===== config.mk =====
export PLATFORM = sky130hd
export DESIGN_NAME = serial_adder_ctrl
export DESIGN_NICKNAME = d
export VERILOG_FILES = /design/src/rtl/serial_adder_ctrl.sv
export SDC_FILE = /design/constraint.sdc
export NUM_CORES = 1
export LEC_CHECK = 0
export BUFFER_PORTS_ARGS = -buffer_cell sky130_fd_sc_hd__buf_2
export CAP_MARGIN = 20
export CORE_ASPECT_RATIO = 1.5
export CORE_UTILIZATION = 35
export DETAILED_ROUTE_END_ITERATION = 8
export SLEW_MARGIN = 40
export SYNTH_ARGS = -nofsm -noshare
export SYNTH_HDL_FRONTEND = slang
export SYNTH_SLANG_ARGS = --single-unit

===== constraint.sdc =====
create_clock -name clk -period 1.95 [get_ports clk]
set_input_delay 0.0975 -clock clk [delete_from_list [all_inputs] [get_ports clk]]
set_output_delay 0.0975 -clock clk [all_outputs]
set_load 0.005 [all_outputs]

===== src/rtl/serial_adder_ctrl.sv =====
// Bit-serial add/subtract sequencer: one full-adder cell reused over WIDTH clocks, LSB first,
// with a start/busy/done handshake and registered sum/cout/ovf results.
module serial_adder_ctrl #(
    parameter int unsigned WIDTH = 8
) (
    input  logic             clk,
    input  logic             rst_n,
    input  logic             start,
    input  logic             op_sub,
    input  logic [WIDTH-1:0] a,
    input  logic [WIDTH-1:0] b,
    input  logic             cin,
    output logic             busy,
    output logic             done,
    output logic [WIDTH-1:0] sum,
    output logic             cout,
    output logic             ovf
);

    localparam int unsigned CNT_W = (WIDTH > 2) ? $clog2(WIDTH) : 1;

    typedef enum logic [1:0] {
        IDLE = 2'd0,
        RUN  = 2'd1,
        DONE = 2'd2
    } state_t;

    state_t             state_q, state_d;
    logic               busy_q, busy_d;
    logic               done_q, done_d;
    logic [WIDTH-1:0]   sum_q, sum_d;
    logic               cout_q, cout_d;
    logic               ovf_q, ovf_d;
    logic [CNT_W-1:0]   cnt_q, cnt_d;
    logic               carry_q, carry_d;
    logic [WIDTH-1:0]   a_sh_q, a_sh_d;
    logic [WIDTH-1:0]   b_sh_q, b_sh_d;
    logic [WIDTH-1:0]   res_q, res_d;

    logic               fa_a, fa_b, fa_cin, fa_sum, fa_cout;
    logic [WIDTH-1:0]   res_next;

    // The single shared one-bit full adder, fed from the operand LSBs and the carry register
    always_comb begin
        fa_a    = a_sh_q[0];
        fa_b    = b_sh_q[0];
        fa_cin  = carry_q;
        fa_sum  = fa_a ^ fa_b ^ fa_cin;
        fa_cout = (fa_a & fa_b) | (fa_a & fa_cin) | (fa_b & fa_cin);
    end

    assign res_next = {fa_sum, res_q[WIDTH-1:1]};

    always_ff @(posedge clk) begin
        if (!rst_n) begin
            state_q <= IDLE;
            busy_q  <= 1'b0;
            done_q  <= 1'b0;
            sum_q   <= '0;
            cout_q  <= 1'b0;
            ovf_q   <= 1'b0;
            cnt_q   <= '0;
            carry_q <= 1'b0;
            a_sh_q  <= '0;
            b_sh_q  <= '0;
            res_q   <= '0;
        end else begin
            state_q <= state_d;
            busy_q  <= busy_d;
            done_q  <= done_d;
            sum_q   <= sum_d;
            cout_q  <= cout_d;
            ovf_q   <= ovf_d;
            cnt_q   <= cnt_d;
            carry_q <= carry_d;
            a_sh_q  <= a_sh_d;
            b_sh_q  <= b_sh_d;
            res_q   <= res_d;
        end
    end

    always_comb begin
        state_d = state_q;
        busy_d  = busy_q;
        done_d  = 1'b0;
        sum_d   = sum_q;
        cout_d  = cout_q;
        ovf_d   = ovf_q;
        cnt_d   = cnt_q;
        carry_d = carry_q;
        a_sh_d  = a_sh_q;
        b_sh_d  = b_sh_q;
        res_d   = res_q;

        case (state_q)
            IDLE: begin
                if (start) begin
                    // Subtract is a + ~b + 1: invert B and force the initial carry
                    a_sh_d  = a;
                    b_sh_d  = op_sub ? ~b : b;
                    carry_d = op_sub ? 1'b1 : cin;
                    cnt_d   = '0;
                    busy_d  = 1'b1;
                    state_d = RUN;
                end
            end
            RUN: begin
                a_sh_d  = a_sh_q >> 1;
                b_sh_d  = b_sh_q >> 1;
                res_d   = res_next;
                carry_d = fa_cout;
                cnt_d   = cnt_q + CNT_W'(1);
                if (cnt_q == CNT_W'(WIDTH - 1)) begin
                    // carry_q here is the carry into the MSB
                    sum_d   = res_next;
                    cout_d  = fa_cout;
                    ovf_d   = carry_q ^ fa_cout;
                    done_d  = 1'b1;
                    state_d = DONE;
                end
            end
            DONE: begin
                busy_d  = 1'b0;
                state_d = IDLE;
            end
            default: begin
                busy_d  = 1'b0;
                state_d = IDLE;
            end
        endcase
    end

    assign busy = busy_q;
    assign done = done_q;
    assign sum  = sum_q;
    assign cout = cout_q;
    assign ovf  = ovf_q;

endmodule


==> results_dict.tcl <==
set metrics [dict create \
    hp-class "in -> reg" \
    syn-num-nets 227 \
    final.setup.worst_slack_ns 0.475 \
    drt-wirelength-per-cell_um 11.6 \
    max_slew_margin 0.673 \
    peakVddDrop_uv 479 \
    yosys.area.top_type "dfxtp_1" \
    synth-edff-count 0 \
    clk_latency_ns 0.28 \
    fillerInstances 538 \
    cts_made_buffers 5 \
    fin_crit_sh 0.756 \
    portBuffers 32 \
    finalHoldViolCount 0 \
    cts_sinks 41 \
    cts_tree "yes" \
    synth_top_area_share 0.451 \
    antenna_found_initial 0 \
    dieWidth_um 60.9 \
    finClkSkew_ns 0.00179 \
    gp_congestion 0.710 \
    syn_to_final_growth_pct 13.4 \
    critPathKind "reg -> reg" \
    dieArea_um2 5500 \
    synth.area.top_cells "dfxtp_1, nand2_1, a21oi_1, xor2_1, a22oi_1" \
    leakagePower_nw 0.798 \
    synthCells 203 \
    cts_buffer_depth 2 \
    synthFlopType "dfxtp_1" \
    first_global_vias 1370 \
    maxCapViolCount 0 \
    grt_setup_unrepaired "no" \
    cp-start-kind "flip-flop" \
    io_pins 33 \
    synth_area_um2 1820 \
    ys_seq_area_frac 0.451 \
    powerDensity_nw_per_um2 788 \
    syn_area_per_cell_um2 8.97 \
    gr-total-overflow 0 \
    dieHeight_um 90.4 \
    critPathArrivalTime_ns 1.68 \
    start_util 0.370 \
    fmax_mhz 678 \
    cts_setup_buffers 0 \
    ant_nets 0 \
    drive_above_1_share 0.240 \
    ys_seq_elements 41 \
    holdBufCountCts 0 \
    nets 253 \
    synth_warnings 0 \
    clk_pin_slew_ns 0.07 \
    async_reset_ff_frac 0 \
    totalWireLength_um 3430 \
    viasPerCell 4.87 \
    first_pass_iters 4 \
    grt_pass1_wl_um 5950 \
    end_kind "flip-flop" \
    post-place-ws_ns 0.440 \
    core_um2 4930 \
    cts_root_buffer "clkbuf_8" \
    fp-row-count 31 \
    slew_violations 0 \
    period_minus_slack_ns 1.47 \
    ctsResizeCount 0 \
    synth_cell_types 37 \
    outcome "complete, no violations" \
    grt.total_usage 0.139 \
    vias 1437 \
    finalSetupTns_ns 0 \
    crit_required_ns 2.15 \
    worst_slew_pin_slew_ns 0.490 \
    grt_max_degree 33 \
    htree_levels 2 \
    setup_violations 0 \
    drc 0 \
    cp_max_fo 11 \
    diodes 0 \
    drtIter0Drc 38 \
    dp_hpwl_um 2320 \
]
## flip-flops by register name (all words and copies together), names as in the netlist
register and flops:
a_sh_q 8, b_sh_q 8, busy 1, carry_q 1, cnt_q 3, cout 1, done 1, ovf 1
res_q 7, state_q 2, sum 8
## kinds of logic (layout without fill, tap and decap cells)
group           Yosys count  after routing  share of synthesized area
buf+inv                  21             47                     0.0694
mux                       1              1                    0.00549
compound gates           63             63                      0.234
fa+ha+maj                 3              3                     0.0247
simple gates             65             65                      0.172
flops                    41             41                      0.451
xor+xnor                  9              9                     0.0433
## metal layers
layer	GRT usage	share of wire	vias up
met5	0	0	-
met4	0.0511	0.015	0
met3	0.0344	0.025	4
met2	0.228	0.48	26
met1	0.171	0.48	657
li1	-	-	750
## through the flow
step                total power [mW]  cell area, um2  std cells   util  hold slack (ns)
global placement                1.10            1980        288  0.401            0.368
floorplan                       1.06            1820        203      -            0.236
global route                    1.71            2070        295  0.419           0.0672
finish                          1.63            2070        295  0.419           0.0667
detailed placement              1.10            1980        288  0.401            0.370
CTS                             1.65            2060        295  0.419           0.0707
## synthesized netlist by cell type, types with 2 or more instances
master / count
nand2_1: 41
buf_6: 2
o221ai_1: 7
clkbuf_2: 2
a22oi_2: 2
xor2_1: 8
nor2b_1: 2
buf_4: 3
dfxtp_1: 41
o21ai_1: 11
or3b_1: 6
a21oi_2: 7
buf_2: 6
nor2_1: 7
o21ai_0: 5
ha_1: 2
inv_1: 6
nor2_2: 2
a21oi_1: 17
a22oi_1: 9
## layout make-up
| cell class | count | area, um2 | share of cell area |
|---|---|---|---|
| Multi-Input combinational cell | 141 | 878 | 0.425 |
| Sequential cell | 41 | 821 | 0.397 |
| Timing Repair Buffer | 34 | 175 | 0.0848 |
| Clock buffer | 7 | 86.3 | 0.0418 |
| Tap cell | 66 | 82.6 | 0.0400 |
| Inverter | 6 | 22.5 | 0.0109 |
## placed cells by master (no fill, tap or decap), types with 5 or more instances in the layout
master	n
o221ai_1	7
nor2_1	7
o21ai_1	11
o21ai_0	5
dfxtp_1	41
clkbuf_8	6
or3b_1	6
a21oi_2	7
buf_2	32
xor2_1	8
a21oi_1	17
nand2_1	41
inv_1	6
a22oi_1	9
## where the power goes
part | leakage, nW | switching (mW) | internal, mW
registers | 0.335 | 0.0328 | 0.876
clock network | 0.0443 | 0.265 | 0.281
logic | 0.419 | 0.0978 | 0.0757
total | 0.798 | 0.396 | 1.23
## worst paths after layout
check	from	end	slack, ns	cells after the start
hold / removal	cin	carry_q	0.07	3
setup reg to reg	cnt_q[0]	ovf	0.48	5
setup / recovery	cnt_q[0]	ovf	0.48	5
hold reg to reg	sum[1]	sum[1]	0.45	2
## worst max-delay path, cell delays in order, from the launching register on
cell and delay (ns):
dfxtp_1 0.36, ha_1 0.16, ha_1 0.18, and3b_1 0.41, nor2_1 0.08, a211oi_1 0.21
Power figures use the tool's default switching activity.
